### config.mk
export PLATFORM = sky130hd
export DESIGN_NAME = tr_mux_seq
export DESIGN_NICKNAME = d
export VERILOG_FILES = /design/src/rtl/tr_mux_seq.sv
export SDC_FILE = /design/constraint.sdc
export NUM_CORES = 1
export LEC_CHECK = 0
export CORE_MARGIN = 10
export CORE_UTILIZATION = 35
export DETAILED_ROUTE_END_ITERATION = 10
export PLACE_DENSITY = 0.88
export SLEW_MARGIN = 20
export SYNTH_ARGS = -nofsm -noshare
export SYNTH_HDL_FRONTEND = slang
export SYNTH_SLANG_ARGS = --single-unit
### constraint.sdc
create_clock -name clk_i -period 4 [get_ports clk_i]
set_clock_uncertainty 0.15 [all_clocks]
set_input_delay 0.4 -clock clk_i [delete_from_list [all_inputs] [get_ports clk_i]]
set_output_delay 0.4 -clock clk_i [all_outputs]
set_load 0.005 [all_outputs]
### src/rtl/tr_mux_seq.sv
// tr_mux_seq: picks one signed fixed-point word out of LEN_TRANSFER lanes.
// The select is either loaded manually while idle, or walked automatically
// from a base with a fixed stride for a given number of beats. The walk wraps
// modulo LEN_TRANSFER. Each beat is offered to the consumer with valid/ready.
// done_o pulses after the last beat is accepted. err_o pulses when a request
// is rejected.
module tr_mux_seq #(
    parameter int I_WIDTH          = 8,
    parameter int F_WIDTH          = 8,
    parameter int LEN_TRANSFER     = 10,
    parameter int MAX_LEN_TRANSFER = 10,
    parameter int SEL_MUX_TR_WIDTH = $clog2(MAX_LEN_TRANSFER),
    parameter int CNT_WIDTH        = SEL_MUX_TR_WIDTH + 1
) (
    input  logic                                          clk_i,
    input  logic                                          rst_i,
    input  logic [(I_WIDTH+F_WIDTH)*LEN_TRANSFER-1:0]     tr_data_i,
    input  logic [SEL_MUX_TR_WIDTH-1:0]                   sel_mux_tr_i,
    input  logic                                          sel_mux_tr_ld_i,
    input  logic                                          start_i,
    input  logic [SEL_MUX_TR_WIDTH-1:0]                   base_i,
    input  logic [SEL_MUX_TR_WIDTH-1:0]                   stride_i,
    input  logic [CNT_WIDTH-1:0]                          count_i,
    input  logic                                          tr_ready_i,
    output logic                                          tr_valid_o,
    output logic signed [I_WIDTH+F_WIDTH-1:0]             tr_data_o,
    output logic [SEL_MUX_TR_WIDTH-1:0]                   sel_mux_tr_o,
    output logic                                          busy_o,
    output logic                                          done_o,
    output logic                                          err_o
);

    localparam int W  = I_WIDTH + F_WIDTH;
    localparam int SW = SEL_MUX_TR_WIDTH;
    localparam int CW = CNT_WIDTH;

    // Lane count widened by one bit so select/base/stride compares and the
    // select+stride sum can never overflow.
    localparam logic [SW:0] LEN_EXT = (SW+1)'(LEN_TRANSFER);

    typedef enum logic {
        IDLE = 1'b0,
        RUN  = 1'b1
    } state_t;

    state_t          state_q, state_d;
    logic [SW-1:0]   sel_q, sel_d;
    logic [CW-1:0]   rem_q, rem_d;
    logic [SW-1:0]   stride_q, stride_d;
    logic            valid_q, valid_d;
    logic            done_q, done_d;
    logic            err_q, err_d;

    logic signed [W-1:0] lane [LEN_TRANSFER];
    logic [SW:0]         sel_sum;
    logic [SW:0]         sel_wrap;
    logic                start_bad;
    logic                handshake;

    // Split the flat lane bus into an indexable array.
    generate
        for (genvar gi = 0; gi < LEN_TRANSFER; gi++) begin : g_lane
            assign lane[gi] = tr_data_i[gi*W +: W];
        end
    endgenerate

    // Next lane of the walk: one conditional subtract suffices because both
    // operands are already below LEN_TRANSFER.
    assign sel_sum  = {1'b0, sel_q} + {1'b0, stride_q};
    assign sel_wrap = (sel_sum >= LEN_EXT) ? (sel_sum - LEN_EXT) : sel_sum;

    assign start_bad = ({1'b0, base_i} >= LEN_EXT) || (stride_i == '0) ||
                       ({1'b0, stride_i} >= LEN_EXT) || (count_i == '0);
    assign handshake = valid_q && tr_ready_i;

    // State register with synchronous reset.
    always_ff @(posedge clk_i) begin
        if (rst_i) begin
            state_q  <= IDLE;
            sel_q    <= '0;
            rem_q    <= '0;
            stride_q <= '0;
            valid_q  <= 1'b0;
            done_q   <= 1'b0;
            err_q    <= 1'b0;
        end else begin
            state_q  <= state_d;
            sel_q    <= sel_d;
            rem_q    <= rem_d;
            stride_q <= stride_d;
            valid_q  <= valid_d;
            done_q   <= done_d;
            err_q    <= err_d;
        end
    end

    // Next-state logic: request handling in IDLE, beat stepping in RUN.
    always_comb begin
        state_d  = state_q;
        sel_d    = sel_q;
        rem_d    = rem_q;
        stride_d = stride_q;
        valid_d  = valid_q;
        done_d   = 1'b0;
        err_d    = 1'b0;
        case (state_q)
            IDLE: begin
                if (start_i) begin
                    // start wins over a simultaneous manual load
                    if (start_bad) begin
                        err_d = 1'b1;
                    end else begin
                        sel_d    = base_i;
                        rem_d    = count_i;
                        stride_d = stride_i;
                        valid_d  = 1'b1;
                        state_d  = RUN;
                    end
                end else if (sel_mux_tr_ld_i) begin
                    if ({1'b0, sel_mux_tr_i} < LEN_EXT) begin
                        sel_d = sel_mux_tr_i;
                    end else begin
                        err_d = 1'b1;
                    end
                end
            end
            RUN: begin
                if (handshake) begin
                    if (rem_q == CW'(1)) begin
                        // last beat: keep the final lane selected
                        valid_d = 1'b0;
                        done_d  = 1'b1;
                        state_d = IDLE;
                    end else begin
                        rem_d = rem_q - CW'(1);
                        sel_d = SW'(sel_wrap);
                    end
                end
            end
            default: begin
                state_d = IDLE;
            end
        endcase
    end

    // Output logic: data follows the registered select in every state.
    always_comb begin
        busy_o       = (state_q == RUN);
        tr_valid_o   = valid_q;
        done_o       = done_q;
        err_o        = err_q;
        sel_mux_tr_o = sel_q;
        tr_data_o    = '0;
        if ({1'b0, sel_q} < LEN_EXT) begin
            tr_data_o = lane[sel_q];
        end
    end

endmodule

==> flow_summary.toml, run 1 <==
[synthesis]
yosys-top-cells-area = "mux4_2, dfxtp_1, mux2_2"
mappedNetlistArea_um2 = 2400
syn_inst = 249
ys_ff_latch = 17
synthArstFlopShare_pct = 0
synth_edf_count = 0
synth_ff_type = "dfxtp_1"
synth.avg_cell_area_um2 = 9.64
syn_nets = 439
synth_top_area_cell = "mux4_2"
synth.distinct_cells = 46
synth_top_area_share_pct = 30.0
yosysSeqAreaShare_pct = 14.2
yosysWarnings = 0

[place]
port_buffers = 205
dp_hpwl_um = 11300
place.gp.congestion = 0.941

[critical_path]
critical_path_class = "reg -> out"
reg2reg_slack_ns = 0.91
crit_family = "buffers and inverters"
crit_arrival_ns = 2.85
critPathCaptureType = "output port"
crit_buf_inv = 2
cp_slowest_cell = "dfxtp_4"
start_kind = "flop"
crit_required_ns = 3.45
crit_fanout = 39
cp.depth = 5
reg2reg_depth = 9
r2r_start = "sel_mux_tr_o[0]"
critPathMaxStageDelay_ns = 0.76
r2r-end = "sel_mux_tr_o[2]"
crit_chain = "buf_4 > mux4_2 > a221oi_1 > nor2_1 > clkdlybuf4s50_1"

[finish]
drive_gt1_share_pct = 15.2
syn_to_final_growth_pct = 90.4
nets = 633

[power]
powerDensity_nw_per_um2 = 224
irDropWorstVdd_v = 0.000281
finalPower_mw = 1.02
power.leakage_nw = 1.63

[clocking]
cts_inserted_buffers = 3
clockRootBuffer = "clkbuf_8"
cts_resized = 0
post_cts_buffers = 0
holdBufCountCts = 0
path_clk_slew_ns = 0.07
clockBufferDepth = 2
cts_htree_levels = 1
cts_tree = "yes"
cts_sinks = 17
insertion_delay_ns = 0.25

[outcome]
status = "finished clean"

[global_routing]
antenna_found_initial = 0
gr-total-overflow = 0
use_met3_pct = 9.45
grt_max_degree = 40
grt_pass1_vias = 3172
grtUsageMet2_pct = 42.0
track_usage_pct = 23.5
use_met1_pct = 23.3
busiest_layer = "met2"
grt_pass1_wl_um = 18800

[hold_path]
hold_path_depth = 2
hold_path.class = "reg -> reg"
hold_start = "rem_q[4]"
hold_path_end = "rem_q[4]"

[sta]
drv_slew = 0
fmax_mhz = 294
tightest_slew_ns = 0.700
finalSetupTns_ns = 0
slew-limit-headroom_pct = 53.2
setup_viol = 0
grt_setup_unrepaired = "false"
hold_ws_ns = 0.356
final_hold_viol_count = 0
period_minus_slack_ns = 3.40
fin_crit_sh_pct = 85.1

[route]
dr.pass1.iters = 4
vias = 3077
avgRoutedWirePerCell_um = 25.5
drc = 0
postRouteAntennaNets = 0
drt_iter0_markers = 104
drt-total-wl_um = 13400
via_per_inst = 5.85

[floorplan]
fp-row-count = 30
dieArea_um2 = 10600
core_um2 = 6720
dieWidth_um = 103
boundaryPins = 206
die_h_um = 103
start_util_pct = 35.7

[job]
drv_cap = 0
flip-flops by register name, summed over array words and instances, names as in the netlist:
signal	cells
rem_q	5
sel_mux_tr_o	4
stride_q	4
busy_o	1
done_o	1
err_o	1
tr_valid_o	1
kinds of logic (layout without fill, tap and decap cells):
family	Yosys count	in the layout	share of synthesized area, %
buffers and inverters	31	224	5.27
AO/OA/AOI/OAI	74	74	22.1
other	0	4	0
adder cells (fa/ha/maj)	8	8	4.48
multiplexers	57	57	41.3
XOR/XNOR	2	2	0.730
AND/OR/NAND/NOR	60	60	11.9
flip-flops	17	17	14.2
metrics by stage:
| stage | area [um2] | worst slack, ns | utilization (%) | instances |
|---|---|---|---|---|
| 5_1_grt | 4560 | 0.377 | 67.8 | 522 |
| 3_3_place_gp | 4510 | 0.955 | 67.1 | 518 |
| 2_1_floorplan | 2400 | 1.47 | - | 249 |
| 3_5_place_dp | 4510 | 0.836 | 67.1 | 518 |
| 4_1_cts | 4560 | 0.551 | 67.8 | 522 |
| 6_report | 4570 | 0.598 | 68.0 | 526 |
final cells by class:
cell class / count / area, um2
fill: 513 / 2150
timing repair buffer: 211 / 2100
multi-input combinational: 201 / 1930
sequential: 17 / 345
tap: 80 / 100
clock buffer: 3 / 41.3
inverter: 9 / 33.8
antenna: 4 / 10.0
clock inverter: 1 / 7.51
per-layer routing:
metal	vias up	share of wire, %	routed length [um]
met1	1483	32	4240
met4	0	4.3	577
met3	42	13	1720
met5	-	0	0
met2	168	51	6860
li1	1384	-	-
cell usage in the layout (no fill, tap or decap), drive strengths merged, types with 2 or more instances in the layout:
master,instances
a211o,2
a21o,2
a21oi,29
a221oi,15
and2,2
buf,6
clkbuf,3
clkdlybuf4s50,205
dfxtp,17
diode,4
ha,7
inv,9
mux2,16
mux2i,9
mux4,32
nand2,8
nand3,4
nor2,29
nor2b,4
nor3,5
nor3b,2
o2111ai,2
o21a,2
o21ai,10
o31ai,2
or4,3
worst max path at each step:
stage,end,start,slack (ns)
final,tr_data_o[10],sel_mux_tr_o[0],0.60
after global routing,tr_data_o[10],sel_mux_tr_o[0],0.38
after CTS,tr_data_o[10],sel_mux_tr_o[0],0.55
after detailed placement,tr_data_o[10],sel_mux_tr_o[0],0.84
after global placement,tr_data_o[11],sel_mux_tr_o[0],0.96
after floorplan,sel_mux_tr_o[2],sel_mux_tr_o[0],1.47
power by group:
group	total [mW]	internal (mW)	leakage (nW)	switching, mW
Combinational	0.666	0.424	1.47	0.242
Clock	0.134	0.0701	0.0217	0.0636
Sequential	0.221	0.183	0.140	0.0378
Total	1.02	0.677	1.63	0.344
worst reg2reg max path, stage by stage (launching register included):
cell,delay (ns)
dfxtp_4,0.76
ha_1,0.30
fa_1,0.46
inv_1,0.10
ha_1,0.23
o31a_1,0.18
o21ai_1,0.07
a211o_1,0.34
or3_1,0.31
a21oi_1,0.14
cells in the mapped netlist, types with 2 or more instances:
cell and n:
o21ai_0 4, o31ai_1 2, o21ai_1 4, clkbuf_1 14
buf_2 5, nor2_1 29, o21ai_4 2, a21oi_1 29
or4_1 2, mux2_2 16, inv_1 9, nor3_1 4
nand2_1 8, dfxtp_1 17, a211o_1 2, and2_1 2
buf_1 2, ha_1 7, nor3b_1 2, o2111ai_1 2
o21a_1 2, nor2b_1 4, nand3_1 4, mux2i_1 9
a21o_1 2, a221oi_1 15, mux4_2 32
(Power assumes the default switching activity.)
==> run 2, diff against run 1 <==
CORE_UTILIZATION = 33   (was 35)
PLACE_DENSITY = 0.83   (was 0.88)
clock period = 3.3 ns   (was 4 ns; I/O delays follow)
==> run 2 against run 1 <==
- worst setup slack worse by 0.22 ns
- via count is 0.36% higher
- sequential share of layout area is 0.085 points lower
- sequential cell count stayed put
- largest power group unchanged
- design area is 0.41% higher
- clock power is 22% higher
- register-to-register slack worse by 0.36 ns
- non-clock buffer count is 1 higher
- highest routed layer unchanged
- critical path depth stayed put
==> flow_summary.toml, run 2 (synthesized netlist as in run 1, its figures left out) <==
[outcome]
status = "finished clean"

[floorplan]
core_um2 = 7180
dieWidth_um = 105
dieArea_um2 = 11100
start_util_pct = 33.4
fp-row-count = 31
boundaryPins = 206
die_h_um = 105

[power]
p_comb_share_pct = 67.2
p_clk_share_pct = 13.1
switching_power_mw = 0.417
irDropWorstVdd_v = 0.000224
powerDensity_nw_per_um2 = 270
power.leakage_nw = 1.64
intPower_mw = 0.823
seqPwrFrac_pct = 19.7
sw_frac_of_total_pct = 33.6

[finish]
syn_to_final_growth_pct = 91.1
regMostFlops = "rem_q"
final_util_pct = 63.9
final_cells = 542
drive_gt1_share_pct = 15.3
final_area_um2 = 4590
nets = 634
largest_reg_flops = 5
final_common_cell = "clkdlybuf4s50_1"
antennaDiodeCount = 0
most-common-layout-cells = "clkdlybuf4s50_1, mux4_2, a21oi_1, nor2_1, mux2_2"

[critical_path]
crit_arrival_ns = 2.45
crit_buf_inv = 2
critical_path_class = "reg -> out"
crit_fanout = 30
start_kind = "flop"
reg2reg_depth = 10
crit_chain = "buf_4 > mux4_2 > a221oi_1 > nor2_1 > clkdlybuf4s50_1"
critPathCaptureType = "output port"
critPathMaxStageDelay_ns = 0.48
crit_required_ns = 2.82
crit_family = "buffers and inverters"
cp_slowest_cell = "clkdlybuf4s50_1"
cp.depth = 5

[clocking]
cts_resized = 0
path_clk_slew_ns = 0.08
insertion_delay_ns = 0.26
post_cts_buffers = 0
clockRootBuffer = "clkbuf_8"
holdBufCountCts = 0
clockBufferDepth = 2
cts_tree = "yes"
cts_sinks = 17
cts_htree_levels = 1
cts_inserted_buffers = 3

[place]
place.gp.congestion = 0.909
dp_hpwl_um = 10900
place_ws_ns = 0.603
port_buffers = 205
placed_cells = 538
placed_cell_area_um2 = 4540

[route]
drt-total-wl_um = 12900
drt_iter0_markers = 87
avgRoutedWirePerCell_um = 23.8
top_layer = "met4"
vias = 3088
postRouteAntennaNets = 0
dr_wl_met2_um = 6480
drc = 0
wl_met1_um = 4880
dr.pass1.iters = 4
via_per_inst = 5.70
wl_met3_um = 1290

[sta]
worst_slack_ns = 0.374
final_hold_viol_count = 0
tightest_slew_ns = 0.691
fmax_mhz = 342
slew-limit-headroom_pct = 53.8
grt_setup_unrepaired = "false"
finalSetupTns_ns = 0
drv_slew = 0
setup_viol = 0
fin_crit_sh_pct = 88.7
period_minus_slack_ns = 2.93

[hold_path]
hold_path.class = "reg -> reg"
hold_path_depth = 2

[global_routing]
grt_max_degree = 33
track_usage_pct = 22.1
gr-total-overflow = 0
grt_pass1_wl_um = 19400
grt_pass1_vias = 3110
antenna_found_initial = 0

[job]
drv_cap = 0
## run 2: changes by cell type in the layout (fill, tap and decap cells not counted), sizes merged
| cell | change |
|---|---|
| diode | -4 |
| buf | +1 |
## run 2: per-stage QoR
stage,hold slack (ns),power (mW)
floorplan,0.305,0.637
global placement,0.320,1.07
detailed placement,0.346,1.08
CTS,0.360,1.25
global route,0.401,1.32
finish,0.358,1.24
## run 2: power groups by stage
stage | clock network, mW | logic (mW) | registers, mW
finish | 0.163 | 0.833 | 0.244
CTS | 0.165 | 0.836 | 0.244
global route | 0.179 | 0.894 | 0.247
detailed placement | 0 | 0.832 | 0.248
global placement | 0 | 0.819 | 0.247
floorplan | 0 | 0.398 | 0.239
## run 2: cell type report
type                       count  area [um2]
tap                           99         124
timing repair buffer         212        2100
sequential                    17         343
multi-input combinational    201        1930
clock inverter                 1        7.51
fill                         582        2590
clock buffer                   3        41.3
inverter                       9        33.8
## run 2: routing by layer
layer	track usage, %	vias up
li1	-	1381
met1	25.6	1512
met2	38.8	177
met3	6.88	18
met4	5.29	0
met5	0	-
## run 2: tightest hold or removal path, stage by stage, from the launching register on
cell     delay [ns]
dfxtp_1        0.34
nand2_1        0.06
a21oi_1        0.06
## run 2: worst paths after layout
kind	startpoint	to	slack, ns
worst max-delay path	sel_mux_tr_o[1]	tr_data_o[9]	0.37
worst min-delay path	rem_q[1]	rem_q[1]	0.36
worst min register to register	rem_q[1]	rem_q[1]	0.36
worst max register to register	stride_q[0]	sel_mux_tr_o[2]	0.55
==> run 3, diff against run 2 <==
CAP_MARGIN = 20   (was not set)
==> results of run 3 <==
The final DEF is identical to that of run 2; final timing and power are the same.
